<file path="src/rtl/led_pulser.sv">
// Stretches single-cycle event strobes into LED pulses with a fixed on-time and off-gap,
// queueing events that arrive mid-pulse. Define LED_PWM_EN to dim the on-phase with a DUTY/16 PWM.
module led_pulser #(
   parameter int unsigned DELAY  = 16,
   parameter int unsigned PEND_W = 4,
   parameter int unsigned DUTY   = 8
) (
   input  logic              CLK,
   input  logic              RST,
   input  logic              EV,
   output logic              LED,
   output logic              BUSY,
   output logic [PEND_W-1:0] PEND,
   output logic              OVF
);

   localparam logic [DELAY-1:0]  TMR_MAX  = '1;
   localparam logic [PEND_W-1:0] PEND_MAX = '1;

   typedef enum logic [1:0] {
      IDLE = 2'd0,
      ON   = 2'd1,
      GAP  = 2'd2
   } state_t;

   if (DUTY > 16) begin : g_duty_range
      $error("led_pulser: DUTY must lie in 0..16");
   end

   state_t            state_q, state_d;
   logic [DELAY-1:0]  timer_q, timer_d;
   logic [PEND_W-1:0] pend_q, pend_d;
   logic              ovf_q, ovf_d;
   logic              led_q, led_d;
   logic              busy_q, busy_d;
   logic              start;
   logic              tmr_done;
   logic              have_work;

`ifdef LED_PWM_EN
   logic [3:0] pwm_q, pwm_d;
`endif

   // Phase sequencing: every state entry clears the timer
   always_comb begin
      state_d   = state_q;
      timer_d   = timer_q;
      start     = 1'b0;
      tmr_done  = (timer_q == TMR_MAX);
      have_work = EV || (pend_q != '0);
      case (state_q)
         IDLE: begin
            if (have_work) begin
               state_d = ON;
               timer_d = '0;
               start   = 1'b1;
            end
         end
         ON: begin
            if (tmr_done) begin
               state_d = GAP;
               timer_d = '0;
            end else begin
               timer_d = timer_q + DELAY'(1);
            end
         end
         GAP: begin
            if (tmr_done) begin
               timer_d = '0;
               if (have_work) begin
                  state_d = ON;
                  start   = 1'b1;
               end else begin
                  state_d = IDLE;
               end
            end else begin
               timer_d = timer_q + DELAY'(1);
            end
         end
         default: begin
            state_d = IDLE;
            timer_d = '0;
         end
      endcase
   end

   // A pulse start consumes one event: from the queue if non-empty, else the live strobe
   always_comb begin
      pend_d = pend_q;
      ovf_d  = 1'b0;
      if (start && (pend_q != '0)) begin
         if (!EV) begin
            pend_d = pend_q - PEND_W'(1);
         end
      end else if (!start && EV) begin
         if (pend_q == PEND_MAX) begin
            ovf_d = 1'b1;
         end else begin
            pend_d = pend_q + PEND_W'(1);
         end
      end
   end

   // LED and BUSY are registered from the next state so they never glitch
   always_comb begin
      busy_d = (state_d != IDLE);
`ifdef LED_PWM_EN
      pwm_d  = pwm_q + 4'd1;
      led_d  = (state_d == ON) && ({1'b0, pwm_d} < 5'(DUTY));
`else
      led_d  = (state_d == ON);
`endif
   end

   always_ff @(posedge CLK or posedge RST) begin
      if (RST) begin
         state_q <= IDLE;
         timer_q <= '0;
         pend_q  <= '0;
         ovf_q   <= 1'b0;
         led_q   <= 1'b0;
         busy_q  <= 1'b0;
      end else begin
         state_q <= state_d;
         timer_q <= timer_d;
         pend_q  <= pend_d;
         ovf_q   <= ovf_d;
         led_q   <= led_d;
         busy_q  <= busy_d;
      end
   end

`ifdef LED_PWM_EN
   always_ff @(posedge CLK or posedge RST) begin
      if (RST) begin
         pwm_q <= 4'd0;
      end else begin
         pwm_q <= pwm_d;
      end
   end
`endif

   assign LED  = led_q;
   assign BUSY = busy_q;
   assign PEND = pend_q;
   assign OVF  = ovf_q;

endmodule

</file>
<file path="config.mk">
export PLATFORM = sky130hd
export DESIGN_NAME = led_pulser
export DESIGN_NICKNAME = d
export VERILOG_FILES = /design/src/rtl/led_pulser.sv
export SDC_FILE = /design/constraint.sdc
export NUM_CORES = 1
export LEC_CHECK = 0
export ABC_AREA = 1
export CAP_MARGIN = 10
export CORE_AREA = 2 2 61 57
export CTS_BUF_LIST = sky130_fd_sc_hd__clkbuf_16
export DETAILED_ROUTE_END_ITERATION = 8
export DIE_AREA = 0 0 63 59
export GPL_ROUTABILITY_DRIVEN = 0
export GPL_TIMING_DRIVEN = 0
export MAX_ROUTING_LAYER = met4
export PLACE_DENSITY = 0.72
export SLEW_MARGIN = 25
export SYNTH_ARGS = -nofsm -noshare
export SYNTH_HDL_FRONTEND = slang
export SYNTH_SLANG_ARGS = --single-unit
</file>
<file path="constraint.sdc">
create_clock -name CLK -period 2.3 [get_ports CLK]
set_input_delay 0.345 -clock CLK [delete_from_list [all_inputs] [get_ports CLK]]
set_output_delay 0.345 -clock CLK [all_outputs]
set_load 0.05 [all_outputs]
</file>
# After elaboration in Yosys (flattened, before gate mapping)
# Index checks and enable logic that the tools add are counted.
# totals
n_memories,0
elab_cells,45
ff_bits,25
ramBits,0
rom_bits,0
latch_bits,0
# classes
add_sub_neg,3
muxes,18
shifts,0
n_lt_le_gt_ge,0
n_bitwise,0
n_mul,0
n_div,0
n_reduce_logical,10
eq_ne,8
# ops
cell,count
$mux W16,2
$pmux W16 S2,1
$add A16 B1 Y16 const B,1
$eq A16 B16 Y1 const B,1
$mux W4,4
$mux W1,6
$mux W2,3
$ne A2 B2 Y1 const B,3
$pmux W2 S3,1
$add A4 B1 Y4 const B,1
$eq A2 B1 Y1 const B,2
$eq A4 B4 Y1 const B,1
$reduce_bool A2 Y1,2
$reduce_bool A4 Y1,1
$sub A4 B1 Y4 const B,1
$reduce_and A3 Y1,1
$eq A2 B2 Y1 const B,1
$logic_and A1 B1 Y1,2
$logic_not A2 Y1,1
$pmux W1 S2,1
$reduce_or A2 Y1,1
$logic_not A1 Y1,1
$logic_or A1 B1 Y1,1

# Longest topological paths before layout
# Gate-level depths: netlist of run 1.
# depth
word_depth,9
mapped_depth,18

# Least setup slack after synthesis of run 1
# Ideal clock, no wire load.
# synth_path
kind,register -> register
from,register pend_q[0] (netlist: PEND[0])
to,register pend_q[3] (netlist: PEND[3])
n_path_buf,0
setup_slack_ns,-0.118
required_ns,2.180
path_stages_with_launch,18
t_arrival_ns,2.299
period_less_slack_ns,2.418
setup_ns,0.120
cell_sequence,dfrtp_1 -> nor2_2 -> nand3_2 -> nand2_1 -> inv_1 -> nand2_4 -> nand2_4 -> nand2_2 -> inv_1 -> ha_1 -> nand2_1 -> nand2_1 -> a31oi_1 -> inv_1 -> nand3_1 -> nand3_2 -> nand2_1 -> nand2_1
# synth_between
elab_chain_cells,9
word_cells_on_any_way,19
classes_between,add/sub: 2; eq/ne: 3; mux: 7; reduce/logical: 7
# synth_rtl
item,line_no,rtl
start: declaration,32,"logic [PEND_W-1:0] pend_q, pend_d;"
start signal: assignment,126,pend_q <= pend_d;
$reduce_bool A4 Y1,"50, 91",
$logic_or A1 B1 Y1,50,have_work = EV || (pend_q != '0);
$mux W1,"53, 70",
$mux W1,68,if (tmr_done) begin
$pmux W1 S2,51,case (state_q)
$logic_not A1 Y1,95,end else if (!start && EV) begin
$logic_and A1 B1 Y1,95,
$reduce_bool A2 Y1 (no line),--,
$reduce_and A3 Y1 (no line),--,
# Several ways; a longest one is shown, not always the timed one. The select of a mux whose other input is x is not followed.
# A chain may end at the register's enable or synchronous reset.

# Worst setup path in the final report of run 1
# layout_path
from,register timer_q[1]
to,register pend_q[3] (netlist: PEND[3])
# layout_between
elab_chain_cells,7
word_cells_on_any_way,11
classes_between,eq/ne: 3; mux: 3; reduce/logical: 5
# layout_rtl
item,line_no,rtl
start: declaration,31,"logic [DELAY-1:0] timer_q, timer_d;"
start signal: assignment,125,timer_q <= timer_d;
$eq A16 B16 Y1 *,49,tmr_done = (timer_q == TMR_MAX);
$mux W1 *,68,
$pmux W1 S2 *,51,
$logic_not A1 Y1,95,
$logic_and A1 B1 Y1,95,
$reduce_bool A2 Y1 (no line),--,
$reduce_and A3 Y1 (no line),--,
# Mark *: on every way between the ends. The rest lies on a longest branch, timed or not.

==> results.ini, run 1 <==
[timing]
relSlewSlack_pct = 63.7
worstMarginPinSlew_ns = 0.544
finalHoldViolCount = 0
fmax_mhz = 458
period_share_pct = 95.0
skew_ns = 0.00175
maxSlewViolCount = 0
period_needed_ns = 2.19
setup_viol = 0
setup_ws_ns = 0.115

[clocking]
root_buffer = clkbuf_16
numCtsBuffers = 3
cts_tree = built
clk_path_buf_depth = 2
h-tree-depth = 1
cts.sinks = 25
clk_latency_ns = 0.26
clkTransAtPathRegs_ns = 0.06

[critical_path]
cp_top_family = simple AND/OR/NAND/NOR gates
cpMostUsedCell = nand2_4
slowest_stage = dfrtp_1
timing.rr.start = timer_q[1]
path_buf_inv = 2
cp_cell_sequence = ha_4 > nand2_4 > nor2_4 > nand2_4 > nor2_8 > nand2_4 > nand2_4 > nand2_4 > inv_4 > ha_4 > nand2_2 > nand2_2 > a31oi_2 > buf_4 > nand2_2 > nand4_1 > nand2_1
path_max_fanout = 3
worst_ep_required_time_ns = 2.45
worstSetupStartpoint = timer_q[1]
critical_path_class = register to register
cp-start-kind = register
cp_slowest_stage_delay_ns = 0.40
crit_arrival_ns = 2.34
end_kind = register

[flow_run]
maxCapViolCount = 0

[cells_and_area]
final_cell_mix = 26 x nand2_1, 24 x inv_1, 21 x dfrtp_1
fillers = 265
drive_gt1_share_pct = 28.9
multi_input_comb_area_um2 = 875
final_area_mm2 = 0.00194
antenna_cells = 0
layout_commonest_cell = nand2_1
fin_nets = 223
area.sequential_um2 = 631
final_core_util_pct = 64.3
syn2layout_area_growth_pct = 27.2

[power]
p_comb_share_pct = 33.4
p_switching_mw = 0.536
ir_worst_vdd_mv = 0.474
leakage_nw = 0.956
swShare_pct = 37.2
p_per_area_mw_per_mm2 = 742
p_clk_share_pct = 26.6
seqPwrFrac_pct = 40.0
p_int_mw = 0.904

[logic_synthesis]
yosysUniqueCellTypes = 30
syn_inst = 184
synth-seq-cells = 25
synth-adder-area-share_pct = 7.05
avgSynthCellArea_um2 = 8.29
synth_compound_area_share_pct = 11.1
ys_seq_area_share_pct = 41.0
synth_area_mm2 = 0.00153
synth-warning-count = 0
muxShareOfSynthArea_pct = 0
synth_top_family_by_area = simple AND/OR/NAND/NOR gates
syn_nets = 195
yosys.area_share.simple_pct = 31.7
synth_xor_xnor_area_share_pct = 2.21

[run_status]
status = finished, final reports clean

[place]
dpl.hpwl_um = 2170
placement.io_buffers = 9
place_area_mm2 = 0.00167
pre_cts_slack_ns = -0.370

[min_path]
hp-class = input port to async pin

[grt]
track_usage_pct = 20.6
first_global_vias = 1276
grt_start_max_net_pins = 26
grt.overflow.total = 0
grt_pass1_wl_um = 5690
antenna_found_initial = 0

[die]
coreArea_mm2 = 0.00302
dieArea_mm2 = 0.00372
ios = 10
rows = 19
die_width_um = 63
die_h_um = 59
start_util_pct = 50.5

[route]
drtIter0Drc = 53
first_pass_iters = 4
drc = 0
routedWlPerCell_um = 13.2
dr_total_vias = 1301
wl_um = 3330
ant_nets = 0
viasPerCell = 5.14

==> power by group through the flow <==
stage | logic, mW | registers, mW | clock network (mW)
global route | 0.522 | 0.582 | 0.414
CTS | 0.467 | 0.565 | 0.400
floorplan | 0.190 | 0.677 | 0
detailed placement | 0.432 | 0.558 | 0
global placement | 0.420 | 0.555 | 0
finish | 0.481 | 0.576 | 0.384
==> synthesized netlist by cell type (all sizes together) <==
cell,count,share of area [%]
nand2,40,13
inv,27,6.6
dfrtp,25,41
nor2,23,7.7
a21oi,14,5.3
o21ai,13,4.5
nand3,12,4.6
nor3,8,2.6
ha,7,5.7
nand4,4,2.1
xor2,3,2.2
a31oi,2,0.82
and3,1,0.41
buf,1,0.33
fa,1,1.3
nand2b,1,0.41
nand3b,1,0.49
o22ai,1,0.41
==> area by class of cell <==
| type | count | share of cell area [%] |
|---|---|---|
| multi-input cells | 131 | 45.1 |
| well taps | 42 | 2.71 |
| repair buffers | 23 | 10.1 |
| plain buffers | 1 | 0.258 |
| inverters | 27 | 5.35 |
| clock inverters | 1 | 0.193 |
| clock buffers | 3 | 3.87 |
| flip-flops and latches | 25 | 32.5 |
==> worst reg2reg max path, stage by stage, from the launching register on <==
cell and delay (ns):
dfrtp_1 0.40, ha_4 0.17, nand2_4 0.06, nor2_4 0.11, nand2_4 0.08, nor2_8 0.13
nand2_4 0.07, nand2_4 0.08, nand2_4 0.07, inv_4 0.07, ha_4 0.21, nand2_2 0.08
nand2_2 0.05, a31oi_2 0.18, buf_4 0.14, nand2_2 0.05, nand4_1 0.08, nand2_1 0.06
==> per-layer routing <==
layer | track usage (%) | routed length (um) | share of wire (%) | vias to the layer above
li1 | - | - | - | 655
met1 | 24.0 | 1440 | 43 | 609
met2 | 36.2 | 1710 | 51 | 31
met3 | 2.47 | 98 | 2.9 | 6
met4 | 9.52 | 84 | 2.5 | 0
met5 | - | 0 | 0 | -
==> kinds of logic after synthesis <==
kind of cell | after synthesis
adder cells (fa/ha/maj) | 8
AO/OA/AOI/OAI | 30
flip-flops | 25
buffers and inverters | 28
XOR/XNOR | 3
AND/OR/NAND/NOR | 90
==> state kept, by name (all words and copies together) (netlist names) <==
| name | count |
|---|---|
| timer_q | 16 |
| BUSY | 1 |
| LED | 1 |
| state_q | 2 |
| OVF | 1 |
| PEND | 4 |
==> worst paths after layout <==
| kind | to | slack [ns] | depth (start not counted) |
|---|---|---|---|
| hold / removal | PEND[1] | 0.45 | 2 |
| hold reg to reg | timer_q[15] | 0.49 | 2 |
| setup reg to reg | PEND[3] | 0.11 | 17 |
| setup / recovery | PEND[3] | 0.11 | 17 |
| max in group asynchronous | PEND[2] | 1.46 | 2 |
| min in group CLK | timer_q[15] | 0.49 | 2 |
==> timing repair <==
action	4_1_cts	5_1_grt
setup buffers	5	9
pin swaps	3	7
gates resized for setup	7	13
endpoints found under the setup margin	1	1
hold buffers	0	0
==> through the flow <==
stage | TNS, ns | std cells | total power, mW | hold WS (ns)
4_1_cts | 0 | 244 | 1.43 | 0.491
6_report | 0 | 253 | 1.44 | 0.450
2_1_floorplan | 0 | 184 | 0.867 | 0.372
3_3_place_gp | -0.323 | 235 | 0.975 | 0.469
5_1_grt | -0.0489 | 253 | 1.52 | 0.497
3_5_place_dp | -0.370 | 235 | 0.990 | 0.472
Power figures use the tool's default switching activity.
==> run 2: changes to the inputs <==
--- a/config.mk
+++ b/config.mk
@@ -7,14 +7,15 @@
 export LEC_CHECK = 0
 export ABC_AREA = 1
 export CAP_MARGIN = 10
-export CORE_AREA = 2 2 61 57
+export CORE_AREA = 2 2 59 55
 export CTS_BUF_LIST = sky130_fd_sc_hd__clkbuf_16
 export DETAILED_ROUTE_END_ITERATION = 8
-export DIE_AREA = 0 0 63 59
+export DIE_AREA = 0 0 61 57
+export DONT_BUFFER_PORTS = 1
 export GPL_ROUTABILITY_DRIVEN = 0
 export GPL_TIMING_DRIVEN = 0
 export MAX_ROUTING_LAYER = met4
-export PLACE_DENSITY = 0.72
+export PLACE_DENSITY = 0.71
 export SLEW_MARGIN = 25
 export SYNTH_ARGS = -nofsm -noshare
 export SYNTH_HDL_FRONTEND = slang
==> run 2 against run 1 <==
Compared with the run above:
- critical path depth is the same
- routed wire length shrank 0.84%
- sequential power grew 26%
- combinational power shrank 32%
- hold slack lost 0.44 ns
- maximum frequency shrank 4.8%
- total power is essentially flat
- clock skew is essentially flat
- non-clock buffer count shrank 11
- register-to-register slack lost 0.11 ns
==> results.ini, run 2 (synthesized netlist as in run 1, its figures left out) <==
[route]
wl_um = 3300
routedWlPerCell_um = 13.7
dr_total_vias = 1265
drtIter0Drc = 36
viasPerCell = 5.23
first_pass_iters = 4
ant_nets = 0
drc = 0

[power]
ir_worst_vdd_mv = 0.823
seqPwrFrac_pct = 50.4
p_per_area_mw_per_mm2 = 783
leakage_nw = 0.896
swShare_pct = 37.4
p_comb_share_pct = 22.8
p_clk_share_pct = 26.7
finalPower_mw = 1.44
p_int_mw = 0.901
p_switching_mw = 0.540

[critical_path]
critical_path_class = register to register
cp_slowest_stage_delay_ns = 0.59
cp_cell_sequence = nor2_4 > nand3_2 > nand2_2 > inv_2 > nand2_4 > nand2_4 > nand2_4 > inv_4 > ha_4 > nand2_2 > nand2_2 > a31oi_4 > inv_1 > nand3_2 > nand3_2 > nand2_1 > nand2_1
endpoint = PEND[3]
rr_worst_depth = 17
path_buf_inv = 3
worst_ep_required_time_ns = 2.45
end_kind = register
cp-start-kind = register
path_max_fanout = 5
timing.rr.start = PEND[2]
cp.depth = 17
worstSetupStartpoint = PEND[2]
r2r_setup_slack_ns = 0.006
timing.rr.end = PEND[3]
cp_top_family = simple AND/OR/NAND/NOR gates
slowest_stage = dfrtp_4
crit_arrival_ns = 2.44

[die]
die_width_um = 61
ios = 10
coreArea_mm2 = 0.00292
rows = 19
start_util_pct = 52.2
die_h_um = 57
dieArea_mm2 = 0.00348

[timing]
finalHoldViolCount = 0
holdWs_ns = 0.00600
period_share_pct = 99.8
rsz0062_at_grt = yes
fmax_mhz = 436
setup_viol = 0
period_needed_ns = 2.29
skew_ns = 0.00187
maxSlewViolCount = 0
worstMarginPinSlew_ns = 0.534
relSlewSlack_pct = 64.4

[grt]
grt_start_max_net_pins = 26
first_global_vias = 1248
grt_pass1_wl_um = 5410
antenna_found_initial = 0
grt.overflow.total = 0
track_usage_pct = 21.5

[cells_and_area]
drive_gt1_share_pct = 30.0
layout_commonest_cell = nand2_1
antenna_cells = 0
final_cell_mix = 25 x nand2_1, 24 x inv_1, 21 x dfrtp_1
largest_reg_flops = 16
final_cells = 242
syn2layout_area_growth_pct = 20.6
top_register = timer_q
fillers = 246
fin_nets = 212

[run_status]
status = finished, final reports clean

[clocking]
root_buffer = clkbuf_16
numCtsBuffers = 3
clk_latency_ns = 0.26
cts.sinks = 25
cts_tree = built
h-tree-depth = 1
clkTransAtPathRegs_ns = 0.06
clk_path_buf_depth = 2

[place]
placement.io_buffers = 0
dpl.hpwl_um = 2190
placed_cells = 226

[min_path]
hp-class = input port to async pin

[flow_run]
maxCapViolCount = 0

run 2: cell types whose count changed in the layout (fill, tap and decap cells not counted), sizes merged:
| cell | delta |
|---|---|
| clkdlybuf4s50 | -9 |
| buf | -2 |
run 2: worst min path at each step:
stage | cells after the start | startpoint | endpoint
3_5_place_dp | 2 | timer_q[15] | timer_q[15]
2_1_floorplan | 1 | RST | BUSY
4_1_cts | 1 | RST | timer_q[8]
5_1_grt | 1 | RST | timer_q[6]
3_3_place_gp | 2 | timer_q[15] | timer_q[15]
6_report | 1 | RST | timer_q[9]
run 2: power by group through the flow:
stage	combinational, mW	sequential, mW	clock, mW
floorplan	0.190	0.677	0
global placement	0.206	0.691	0
detailed placement	0.219	0.692	0
CTS	0.264	0.719	0.392
global route	0.361	0.736	0.419
finish	0.329	0.726	0.385
run 2: per-layer routing:
| layer | track usage, % | part of all wire [%] | up-vias | routed length [um] |
|---|---|---|---|---|
| met3 | 3.85 | 2.9 | 7 | 97 |
| met1 | 27.1 | 45 | 611 | 1480 |
| met5 | - | 0 | - | 0 |
| met2 | 33.9 | 50 | 19 | 1660 |
| li1 | - | - | 628 | - |
| met4 | 8.70 | 1.9 | 0 | 62 |
run 2: cell type report:
class	instances	area [um^2]	area share [%]
multi-input combinational	131	871	47.3
buffer	1	5.00	0.272
sequential	25	638	34.7
clock inverter	1	3.75	0.204
tap	42	52.6	2.86
timing repair buffer	12	90.1	4.90
inverter	27	104	5.65
clock buffer	3	75.1	4.08
run 2: repair_timing:
| item | 4_1_cts | 5_1_grt |
|---|---|---|
| hold buffers | 0 | 0 |
| setup endpoints to repair | 1 | 1 |
| gates resized for setup | 9 | 14 |
| hold endpoints to repair | 0 | 0 |
| pin swaps | 5 | 15 |
| setup buffers | 6 | 6 |
run 2: stage by stage:
stage	worst slack, ns	utilization [%]	cell area, um^2	setup TNS (ns)
2_1_floorplan	0.00544	-	1530	0
3_3_place_gp	-0.142	54.1	1580	-0.142
3_5_place_dp	-0.223	54.1	1580	-0.223
4_1_cts	0.000991	59.7	1750	0
5_1_grt	-0.105	62.9	1840	-0.105
6_report	0.00573	62.9	1840	0
